[config.mk]
export PLATFORM = sky130hd
export DESIGN_NAME = mips_branch_predict_unit
export DESIGN_NICKNAME = d
export VERILOG_FILES = /design/src/rtl/mips_branch_predict_unit.sv
export SDC_FILE = /design/constraint.sdc
export NUM_CORES = 1
export LEC_CHECK = 0
export CAP_MARGIN = 20
export CORE_MARGIN = 8
export CORE_UTILIZATION = 29
export CTS_BUF_LIST = sky130_fd_sc_hd__clkbuf_2
export DETAILED_ROUTE_END_ITERATION = 12
export GPL_ROUTABILITY_DRIVEN = 0
export SLEW_MARGIN = 5
export SYNTH_ARGS = -nofsm -noshare
export SYNTH_HDL_FRONTEND = slang
export SYNTH_SLANG_ARGS = --single-unit
[constraint.sdc]
create_clock -name clk -period 2.85 [get_ports clk]
set_clock_uncertainty 0.1 [all_clocks]
set_input_delay 0.285 -clock clk [delete_from_list [all_inputs] [get_ports clk]]
set_output_delay 0.285 -clock clk [all_outputs]
set_load 0.01 [all_outputs]
[src/rtl/mips_branch_predict_unit.sv]
// Branch resolution for six conditional branch types plus a direct-mapped BHT of
// saturating counters that predicts for IF and trains on resolution in ID.
module mips_branch_predict_unit #(
    parameter int DATA_W    = 32,
    parameter int BHT_DEPTH = 64,
    parameter int CNT_W     = 2,
    parameter int CNT_INIT  = 1,
    parameter int PERF_W    = 16
) (
    input  logic              clk,
    input  logic              rst,
    input  logic [DATA_W-1:0] if_pc,
    output logic              pred_taken,
    input  logic              id_valid,
    input  logic              id_stall,
    input  logic [DATA_W-1:0] id_pc,
    input  logic              id_pred_taken,
    input  logic              id_is_branch,
    input  logic [2:0]        id_br_type,
    input  logic [DATA_W-1:0] read_data_1,
    input  logic [DATA_W-1:0] read_data_2,
    output logic              branch_taken,
    output logic              flush_branch,
    output logic              redirect_taken,
    output logic [PERF_W-1:0] perf_branches,
    output logic [PERF_W-1:0] perf_mispredicts
);
    localparam int IDX_W = $clog2(BHT_DEPTH);
    localparam logic [CNT_W-1:0] CNT_MAX = '1;
    localparam logic [CNT_W-1:0] CNT_RST = CNT_W'(CNT_INIT);
    localparam logic [PERF_W-1:0] PERF_MAX = '1;

    typedef enum logic [2:0] {
        BR_EQ  = 3'd0,
        BR_NE  = 3'd1,
        BR_LEZ = 3'd2,
        BR_GTZ = 3'd3,
        BR_LTZ = 3'd4,
        BR_GEZ = 3'd5
    } br_type_e;

    logic [CNT_W-1:0] bht [BHT_DEPTH];

    logic [IDX_W-1:0] if_idx;
    logic [IDX_W-1:0] id_idx;
    logic [CNT_W-1:0] bht_cur;
    logic [CNT_W-1:0] bht_next;
    logic             cond;
    logic             rs_neg;
    logic             rs_zero;
    logic             resolve;
    logic             bht_we;
    logic             unused_pc_bits;

    // Word-aligned PCs: bits [1:0] and everything above the index alias freely.
    assign if_idx  = if_pc[IDX_W+1:2];
    assign id_idx  = id_pc[IDX_W+1:2];
    assign unused_pc_bits = ^{if_pc[DATA_W-1:IDX_W+2], if_pc[1:0],
                              id_pc[DATA_W-1:IDX_W+2], id_pc[1:0]};

    assign rs_neg  = read_data_1[DATA_W-1];
    assign rs_zero = (read_data_1 == '0);

    // NOTE: every always_comb output gets a default first so no path infers a latch.
    always_comb begin
        cond = 1'b0;
        case (br_type_e'(id_br_type))
            BR_EQ:   cond = (read_data_1 == read_data_2);
            BR_NE:   cond = (read_data_1 != read_data_2);
            BR_LEZ:  cond = rs_neg | rs_zero;
            BR_GTZ:  cond = ~rs_neg & ~rs_zero;
            BR_LTZ:  cond = rs_neg;
            BR_GEZ:  cond = ~rs_neg;
            default: cond = 1'b0;
        endcase
    end

    assign resolve        = id_valid & ~id_stall & ~rst;
    assign bht_we         = resolve & id_is_branch;
    assign pred_taken     = ~rst & bht[if_idx][CNT_W-1];
    assign branch_taken   = ~rst & id_valid & id_is_branch & cond;
    assign redirect_taken = branch_taken;
    // A predicted-taken non-branch is an alias hit and must return to the fall-through path.
    assign flush_branch   = resolve & (id_is_branch ? (cond != id_pred_taken) : id_pred_taken);

    assign bht_cur = bht[id_idx];

    always_comb begin
        bht_next = bht_cur;
        if (cond) begin
            if (bht_cur != CNT_MAX) bht_next = bht_cur + CNT_W'(1);
        end else begin
            if (bht_cur != '0) bht_next = bht_cur - CNT_W'(1);
        end
    end

    // NOTE: the table is reset entry by entry, so it builds as flops rather than a RAM macro.
    always_ff @(posedge clk) begin
        if (rst) begin
            for (int i = 0; i < BHT_DEPTH; i++) bht[i] <= CNT_RST;
            perf_branches    <= '0;
            perf_mispredicts <= '0;
        end else begin
            // NOTE: non-blocking updates keep the same-cycle IF read on the old counter value.
            if (bht_we) bht[id_idx] <= bht_next;
            if (bht_we && perf_branches != PERF_MAX)
                perf_branches <= perf_branches + PERF_W'(1);
            if (flush_branch && perf_mispredicts != PERF_MAX)
                perf_mispredicts <= perf_mispredicts + PERF_W'(1);
        end
    end

endmodule

# Yosys cells after proc, flatten, opt, wreduce, memory -nomap -nowiden
# Memories as Yosys holds them, arrays and structs flattened.
# Cells that the tools add are included.
# op_classes
n_addsub	4
n_bitwise	14
reduce_logical	6
muxes	13
n_eq_ne	11
# ops
operator	n
$add A16 B1 Y16 const B	2
$eq A32 B32 Y1	1
$logic_not A32 Y1	1
$ne A16 B16 Y1 const B	2
$ne A32 B32 Y1	1
$and A1 B1 Y1	9
$mux W2	4
$mux W1	7
$eq A3 B2 Y1 const B	2
$eq A3 B3 Y1 const B	2
$mux W6	1
$pmux W1 S6	1
$not A1 Y1	4
$eq A3 B1 Y1 const B	1
$logic_not A3 Y1	1
$add A2 B1 Y2 const B	1
$logic_and A1 B1 Y1	2
$ne A2 B2 Y1 const B	1
$reduce_bool A2 Y1	1
$reduce_or A2 Y1	1
$sub A2 B1 Y2 const B	1
$ne A1 B1 Y1	1
$or A1 B1 Y1	1
# totals
in_bits	137
n_memories	1
ram_bits	128
regBits	32
# mem_list
memory	words	word_bits	rd	rd_clocked_by_memory_dff	write_ports	line	source
bht	64	2	2	0	64	42	logic [CNT_W-1:0] bht [BHT_DEPTH];

# Logic depth before layout (Yosys ltp)
# logic_depth
word_depth	9
depth_mapped	13
ltp_nobuf	9

# Least setup slack after synthesis
# Ideal clock, no wire load.
# synth_timing
kind	input to output
start	input if_pc[2]
end	output pred_taken
t_arrival_ps	2620
t_required_ps	2465
stages	6
slack_ps	-155
path_buffers	2
cell_sequence	clkbuf_1 > buf_2 > mux4_2 > mux4_2 > mux4_2 > and2_1
# synth_via
elab_chain_cells	2
# synth_lines
element	line	source
start, declared	12	input logic [DATA_W-1:0] if_pc,
$mem_v2 Z64 W2	--	
$and A1 B1 Y1	80	assign pred_taken = ~rst & bht[if_idx][CNT_W-1];
end, declared	13	output logic pred_taken,
# Every way passes these cells.

==> impl_metrics.yaml <==
outcome:
  status: "finished with violations"
  failed_checks: "setup timing"
yosys:
  ys_dominant_reg_cell: "sky130_fd_sc_hd__edfxtp_1"
  synth_enable_flop_cells: 128
  synthTopCellsByCount: "sky130_fd_sc_hd__edfxtp_1 (128), sky130_fd_sc_hd__nand2_1 (71), sky130_fd_sc_hd__o21ai_0 (63)"
  flops_latches_synth: 160
  synth-seq-area-share_pct: 49.5
  share_of_async_settable_or_async_resettable_flops_after_synthesis_pct: 0
  mappedNetlistNets: 973
  synthCells: 834
  yosysMostFrequentCell: "sky130_fd_sc_hd__edfxtp_1"
  synth_cell_type_count: 59
  netlist_area_um2: 9060
  synth.top_cell.area_share_pct: 42.4
  yosysTopAreaCell: "sky130_fd_sc_hd__edfxtp_1"
  synth_top_cells_by_area: "sky130_fd_sc_hd__edfxtp_1 (42%), sky130_fd_sc_hd__mux4_2 (9.2%), sky130_fd_sc_hd__dfxtp_1 (7.1%), sky130_fd_sc_hd__o21ai_0 (3.5%), sky130_fd_sc_hd__xnor2_1 (3.3%)"
  yosysWarningCount: 0
  syn-mean-instance-area_um2: 10.9
routing:
  drt-wirelength-per-cell_um: 20.8
  route.vias.total: 7907
  totalWireLength_mm: 30.2
  routed_via_density: 5.44
  drt_iter0_drc: 703
  detail_route.drc_violations: 0
  ant_nets: 0
  detail_route.first_pass.iterations: 5
worst_setup_path:
  critical_setup_path_kind: "reg2out"
  timing.critical_path.required_ns: 2.47
  worst_path_dominant_cell_family: "multiplexers"
  worst-path-max-fanout: 2
  crit_path_end_kind: "primary output"
  timing.critical_path.slowest_stage_cell: "sky130_fd_sc_hd__mux4_2"
  path_buf_inv: 1
  cp_common_cell: "sky130_fd_sc_hd__mux4_2"
  critical-path-max-stage-delay_ns: 0.53
  critical_path.cell_chain: "mux4_2 -> mux4_2 -> mux4_2 -> and2_4 -> buf_6"
  setup.worst_path.start_class: "flip-flop"
  worstPathArrival_ns: 2.99
placement:
  hpwlAfterDp_mm: 21.4
  port_buffers: 120
  detailed_place.area_um2: 11500
  placed_cells_incl_taps: 1403
finish:
  layout-drive-gt1-share_pct: 27.3
  n_fill_cell: 2926
  post-route-util_pct: 39.8
  finalNonFillerCells: 1453
  final_area_um2: 12200
  design.final.nets: 1182
  area_overhead_of_the_layout_relative_to_synthesis_pct: 34.7
power_and_ir_drop:
  sw_frac_of_total_pct: 29.5
  p_leak_nw: 4.21
  power_frac_clock_pct: 26.3
  power_per_standard_cell_area_nw_per_um2: 401
  cell_internal_pwr_mw: 3.46
  ir_drop_uv: 236
  switching_power_mw: 1.44
  comb_power_share_pct: 21.2
  power.sequential.fraction_pct: 52.5
grt:
  grt_pass1_wl_mm: 45.2
  grt_pass1_vias: 7850
  grt_start_max_net_pins: 44
  globalRouteOverflowTotal: 0
  grt_overall_usage_pct: 15.8
  initial_antenna_violation_count: 1
sta:
  max_slew_margin_pct: 67.6
  highest_clock_frequency_the_design_can_meet_ghz: 0.296
  grt_setup_unrepaired: "yes"
  period_share_pct: 118
  post-route-worst-setup-slack_ns: -0.527
  setup_viol_count_final: 1
  timing.final.hold_violations: 0
  maxSlewViolCount: 0
  finalWorstPathRequiredPeriod_ns: 3.38
  worst_slew_pin_slew_ns: 0.486
clock_tree:
  clock_h_tree_levels: 4
  cts_inserted_buffers: 17
  max-clock-path-buffers: 2
  clock_tree_root_driver_cell: "sky130_fd_sc_hd__clkbuf_2"
  cts_tree: "done"
  worstSkewPairLatency_ns: 0.76
  clk_pin_slew_ns: 0.23
  cts_num_sinks: 160
min_path:
  hp-class: "in2reg"
floorplanning:
  std_cell_rows: 64
  fp.coreArea_um2: 30700
  floorplan.initialDensity_pct: 29.5
  chipWidth_um: 193
  die-area_um2: 37200
  floorplan.die.height_um: 193
  io_pins: 173
job:
  cap_violations: 0
## worst reg2reg max path, delay by kind of cell (launching register included)
kind            cells  cell delay, ns
fa+ha+maj           1            0.22
mux                 1            0.31
flops               1            0.47
compound gates      3            0.66
simple gates        2            0.40
buf+inv             3            0.45
## logic make-up after synthesis
logic type | share of synthesized area, %
AOI/OAI and AO/OA | 8.94
xor gates and xnor gates | 4.35
adders and majority gates | 0.511
buffers and inverters | 4.88
DFF | 49.5
muxes | 12.4
and+or+nand+nor | 19.4
## metrics by stage
step | total power, mW | TNS [ns] | hold slack (ns) | setup WS (ns)
after floorplan | 3.09 | 0 | 0.404 | 0.0610
after global placement | 3.51 | -83.06 | 0.376 | -0.813
after detailed placement | 3.51 | -84.73 | 0.391 | -0.867
after CTS | 4.79 | -0.551 | 0.0729 | -0.551
after global routing | 5.09 | -0.911 | 0.0539 | -0.661
final | 4.90 | -0.527 | 0.131 | -0.527
## layer usage
layer,wire [µm],global-route usage (%)
met1,12800,21.3
met2,13800,24.7
met3,3000,4.61
met4,480,3.44
met5,0,0
## final cells by class
class / instances / area [µm²] / share of cell area, %
sequential: 160 / 4480 / 36.7
multi-input combinational: 587 / 4400 / 36.1
timing repair buffer: 271 / 2550 / 20.9
tap: 396 / 495 / 4.06
clock inverter: 15 / 159 / 1.30
clock buffer: 17 / 85.1 / 0.697
inverter: 6 / 22.5 / 0.184
antenna: 1 / 2.50 / 0.0205
## power groups by stage
stage / clock network, mW / registers [mW] / logic (mW)
6_report: 1.29 / 2.57 / 1.04
3_3_place_gp: 0 / 2.62 / 0.889
4_1_cts: 1.31 / 2.57 / 0.903
5_1_grt: 1.42 / 2.58 / 1.09
2_1_floorplan: 0 / 2.61 / 0.483
3_5_place_dp: 0 / 2.62 / 0.892
## timing repair
item	in CTS	in global routing
cloned	0	6
setup buffers	6	5
hold endpoints to repair	0	0
setup endpoints to repair	13	88
hold buffers	0	0
gates resized for setup	99	62
pin swaps	18	35
## registers in the layout, indices dropped and copies added, names as in the netlist
name	flops
perf_branches	16
perf_mispredicts	16
bht	128
## placed cells by master, fill, tap and decap left out, types with 21 or more instances in the layout
master,count
sky130_fd_sc_hd__dfxtp_1,32
sky130_fd_sc_hd__nor2_1,50
sky130_fd_sc_hd__o21ai_0,62
sky130_fd_sc_hd__nand4_1,41
sky130_fd_sc_hd__clkbuf_2,21
sky130_fd_sc_hd__buf_4,131
sky130_fd_sc_hd__xnor2_1,28
sky130_fd_sc_hd__nand3_1,52
sky130_fd_sc_hd__nand2_1,70
sky130_fd_sc_hd__clkdlybuf4s50_1,54
sky130_fd_sc_hd__nor3_1,56
sky130_fd_sc_hd__mux4_2,37
sky130_fd_sc_hd__dlymetal6s2s_1,26
sky130_fd_sc_hd__edfxtp_1,128
## final timing paths
check	start	end	slack, ns	cells after the start
setup reg to reg	bht[7][1]	bht[61][0]	0.03	10
hold reg to reg	perf_mispredicts[5]	perf_mispredicts[5]	0.41	2
hold / removal	id_pc[2]	bht[31][1]	0.13	4
setup / recovery	bht[51][1]	pred_taken	-0.53	5
Note: power is estimated with default switching activity, not from simulation.
==> RTL change 1 (same flow settings) <==
`PERF_W`: 16 -> 32.
--- a/src/rtl/mips_branch_predict_unit.sv
+++ b/src/rtl/mips_branch_predict_unit.sv
@@ -5,7 +5,7 @@
     parameter int BHT_DEPTH = 64,
     parameter int CNT_W     = 2,
     parameter int CNT_INIT  = 1,
-    parameter int PERF_W    = 16
+    parameter int PERF_W    = 32
 ) (
     input  logic              clk,
     input  logic              rst,
Interface: changed (resized perf_branches and perf_mispredicts); port bits go from 173 to 205. No check against the original RTL was run, so the function may have changed too.
==> RTL change 1 against the original RTL <==
The run still ends with setup timing left; sequential cell count is 32 higher; total power is 12% higher; final cell count is 22% higher; first-iteration DRC count is 6.1% higher; wire length is 15% higher; area after synthesis is 16% higher; design area is 15% higher; die area is 15% higher; worst setup slack worse by 0.087 ns; non-clock buffer count is 39 higher; hold slack better by 0.14 ns; critical endpoint unchanged.
==> RTL change 1: results (changes against the original RTL) <==
die area - 42600 sq um (+15%)
largest registers - bht (128), perf_branches (32), perf_mispredicts (32)
multi-input combinational area share - 0.372 (+0.0113)
setup ws final - -0.613 ns (-0.0868 ns)
largest net degree at the start of global routing - 71 (+61%)
multi-input gates - 762 (+30%)
CP max stage cell - edfxtp_1
critical path arrival - 3.08 ns (+0.09 ns)
clock slew at reported path FFs - 0.37 ns (+0.14 ns)
HPWL after DPL - 25300 um (+18%)
setup TNS - -0.613 ns (-0.0868 ns)
# diodes - 0 (-1)
All-Layer GR Usage - 0.159 (+0.00100)
EDFF count, synth - 128 (unchanged)
Synth Instances - 1049 (+26%)
grt met3 use - 0.0434 (-0.00266)
hold buffers post-CTS - 1 (+1)
initial antenna violation count - 0 (-1)
first-pass GRT wire length - 52700 um (+17%)
vias per cell - 5.24 (-3.8%)
Synth area leaders - edfxtp_1, dfxtp_1, mux4_2
Seq/total area - 0.366 (-0.00145)
Port Buffer Count - 152 (+27%)
Worst Setup SP - bht[35][1]
reg-to-reg startpoint - bht[10][1]
Synth cell types - 65 (+10%)
number of setup buffers added after CTS - 5 (-1)
DP Area - 13600 sq um (+19%)
post-CTS sizing - 110 (+11%)
result of the run - finished, violations left
worst skew pair latency - 0.83 ns (+0.07 ns)
hold path depth - 6 (+2)
failing checks - setup timing
Max transition margin - 0.518 (-0.158)
Non-Filler Instances - 1774 (+22%)
Placed Cells - 1732 (+23%)
Inverters, non-clock - 17 (+11)
WL/cell - 19.5 um (-6.1%)
M2 GR Usage - 0.261 (+0.0142)
GR Util met1 - 0.204 (-0.00897)
layout cells sized above 1 - 0.243 (-0.0298)
vias in the first global route - 9266 (+18%)
register area share after synthesis - 0.487 (-0.00751)
clock sink count - 192 (+20%)
Final setup viols - 1 (unchanged)
metal1 wirelength - 14600 um (+14%)
NonClk Buf Share - 0.197 (-0.0121)
top cells by count, synth - edfxtp_1, nor2_1, nand2_1, nand3_1, dfxtp_1
Clock-cell share - 0.0192 (-0.000786)
met3 WL - 2690 um (-11%)
leakage - 4.78 nW (+13%)
Worst Hold Endpoint - bht[11][1]
Non-clk bufs - 310 (+14%)
syn nets - 1188 (+22%)
pre-CTS WS - -0.680 ns (+0.187 ns)
drt pass-1 iters - 7 (+2)
met2 wire length - 16800 um (+21%)
[RTL change 1: cell count changes in the layout (fill, tap and decap cells not counted), sizes merged, moves of 26 or more]
cell	unedited run	this run
clkdlybuf4s50	54	80
xor2	11	54
nor2	50	122
nand2	71	119
dfxtp	32	64
nand3	53	87
[RTL change 1: power by group]
part,internal (W),switching (W),leakage [nW]
clock,0.000309,0.00115,0.147
combinational,0.000452,0.000537,2.97
sequential,0.00301,0.0000331,1.66
[RTL change 1: kinds of logic after synthesis]
family	share of synthesized area
XOR/XNOR	0.0533
adder cells (fa/ha/maj)	0.00428
multiplexers	0.108
AND/OR/NAND/NOR	0.226
flip-flops	0.487
AO/OA/AOI/OAI	0.0843
buffers and inverters	0.0371
[RTL change 1: worst min-delay path: stages]
cell,delay (ns)
buf_2,0.26
buf_4,0.23
nand2_1,0.08
nor2_1,0.08
nand2_1,0.09
nor2_1,0.04
==> RTL change 2 (same flow settings) <==
Made on the original files. Put a register stage on the outputs `pred_taken` and `redirect_taken`, with the module's reset. The values now appear one clock later. The other outputs are not delayed to match.
--- a/src/rtl/mips_branch_predict_unit.sv
+++ b/src/rtl/mips_branch_predict_unit.sv
@@ -77,9 +77,16 @@
 
     assign resolve        = id_valid & ~id_stall & ~rst;
     assign bht_we         = resolve & id_is_branch;
-    assign pred_taken     = ~rst & bht[if_idx][CNT_W-1];
     assign branch_taken   = ~rst & id_valid & id_is_branch & cond;
-    assign redirect_taken = branch_taken;
+    always_ff @(posedge clk) begin
+        if (rst) begin
+            pred_taken     <= '0;
+            redirect_taken <= '0;
+        end else begin
+            pred_taken     <= ~rst & bht[if_idx][CNT_W-1];
+            redirect_taken <= branch_taken;
+        end
+    end
     // A predicted-taken non-branch is an alias hit and must return to the fall-through path.
     assign flush_branch   = resolve & (id_is_branch ? (cond != id_pred_taken) : id_pred_taken);
 
Behaviour: not the same (Yosys sat finds a counterexample within 4 cycles, from zero or initial values and one cycle with rst high).
==> RTL change 2 against the original RTL <==
Critical endpoint is now flush_branch; highest routed layer is now met5; design area fell by 1.4%; sequential cell count rose by 2; combinational power fell by 12%; area after synthesis rose by 1.3%; worst setup slack improved by 0.56 ns; hold slack improved by 0.014 ns; total power fell by 0.55%; die area rose by 1.2%; sequential share of layout area rose by 0.84 points; wire length fell by 4.3%.
==> RTL change 2: results (changes against the original RTL) <==
result of the run - finished, final reports clean
clock root cell - clkbuf_2
met3 WL - 2610 um (-13%)
vias per cell - 5.36 (-1.5%)
Seq cells - 162 (+1.3%)
Synth area leaders - edfxtp_1, mux4_2, dfxtp_1
CLK BUF - 17 (unchanged)
top cells by count, synth - edfxtp_1, nand2_1, nor2_1, nand3_1, o21ai_0
largest fanout on the critical path - 3 (+1)
Net Sw Frac - 0.316 (+0.0218)
multi-input combinational area share - 0.363 (+0.00204)
M2 GR Usage - 0.242 (-0.00431)
Tightest Pin Transition - 0.493 ns (+0.00685 ns)
drt first-iter violations - 820 (+17%)
Final nets - 1156 (-2.2%)
drt pass-1 iters - 5 (unchanged)
Port Buffer Count - 120 (unchanged)
All-Layer GR Usage - 0.152 (-0.00626)
leakage - 4.02 nW (-4.7%)
Synth-to-Final Area Change - 31.2%
Inverters, non-clock - 4 (-2)
post-synthesis async set-or-reset flop share - 0 (unchanged)
worst skew pair latency - 0.78 ns (+0.02 ns)
met2 wire length - 13400 um (-3.1%)
DP Area - 11600 sq um (+1.3%)
largest net degree at the start of global routing - 62 (+41%)
NonClk Buf Share - 0.196 (-0.0133)
multi-input gates - 577 (-1.7%)
critical path arrival - 2.43 ns (-0.56 ns)
Highest Signal Layer - met5
Syn Area/Cell - 11.1 sq um (+2.3%)
sequential power share - 0.537 (+0.012)
clock slew at reported path FFs - 0.32 ns (+0.09 ns)
register area share after synthesis - 0.493 (-0.00211)
GR Util met1 - 0.186 (-0.0272)
grt met3 use - 0.0510 (+0.00495)
vias in the first global route - 7843 (-0.089%)
metal1 wirelength - 11800 um (-8.0%)
EDFF count, synth - 128 (unchanged)
first-pass GRT wire length - 44800 um (-0.81%)
VDD IR max - 0.178 mV (-24%)
clock power share - 0.275 (+0.012)
Synth cell types - 62 (+5.1%)
power in sequential cells - 0.00262 W (+2%)
HPWL after DPL - 21000 um (-1.8%)
WL final - 28900 um (-4.3%)
Non-clk bufs - 255 (-5.9%)
layout cells sized above 1 - 0.254 (-0.0184)
Final setup viols - 0 (-1)
Clock-cell share - 0.0223 (+0.00235)
fill count - 3089 (+5.6%)
Yosys warning total - 0 (unchanged)
register area - 4520 sq um (+0.89%)
pre-CTS WS - -0.630 ns (+0.237 ns)
initial antenna violation count - 2 (+1)
syn nets - 965 (-0.82%)
RTL change 2: cell count changes in the layout (fill, tap and decap cells not counted), sizes merged, moves of 9 or more:
| cell | change |
|---|---|
| o21ai | -9 |
| buf | -18 |
| dlygate4sd2 | +14 |
| clkdlybuf4s15 | -15 |
| dlymetal6s2s | -21 |
| clkdlybuf4s50 | +29 |
RTL change 2: worst max-delay path, stage by stage:
cell,delay (ns)
dlygate4sd2_1,0.26
nor4_2,0.28
buf_4,0.17
nand4_1,0.12
o21a_1,0.27
o41ai_4,0.29
buf_4,0.19
o311ai_4,0.10
xor2_2,0.19
nor2b_1,0.13
buf_2,0.15
RTL change 2: cells by family (layout without fill, tap and decap cells):
group | count (synthesis) | after routing | share of synthesized area
AND/OR/NAND/NOR | 352 | 352 | 0.199
flip-flops | 162 | 162 | 0.493
AO/OA/AOI/OAI | 102 | 102 | 0.0699
buffers and inverters | 87 | 291 | 0.0492
multiplexers | 71 | 71 | 0.138
XOR/XNOR | 48 | 48 | 0.0466
adder cells (fa/ha/maj) | 4 | 4 | 0.00491
other | 0 | 1 | 0
RTL change 2: metrics by stage:
step,std cells,hold slack (ns)
finish,1433,0.145
floorplan,826,0.341
CTS,1433,0.0730
global route,1433,0.0784
global placement,1397,0.403
detailed placement,1397,0.405
RTL change 2: worst paths after layout:
kind	cells after the start	end	slack, ns	from
hold / removal	3	pred_taken	0.14	if_pc[7]
setup / recovery	11	flush_branch	0.04	read_data_1[30]
hold reg to reg	2	perf_mispredicts[4]	0.43	perf_mispredicts[4]
setup reg to reg	9	bht[12][1]	0.10	bht[48][0]
RTL change 2: timing repair:
action	in CTS	in global routing
cloned	0	1
buffers inserted	3	0
hold buffers	1	0
endpoints found under the setup margin	2	69
endpoints found under the hold margin	1	0
pin swaps	18	18
gates resized for setup	49	20
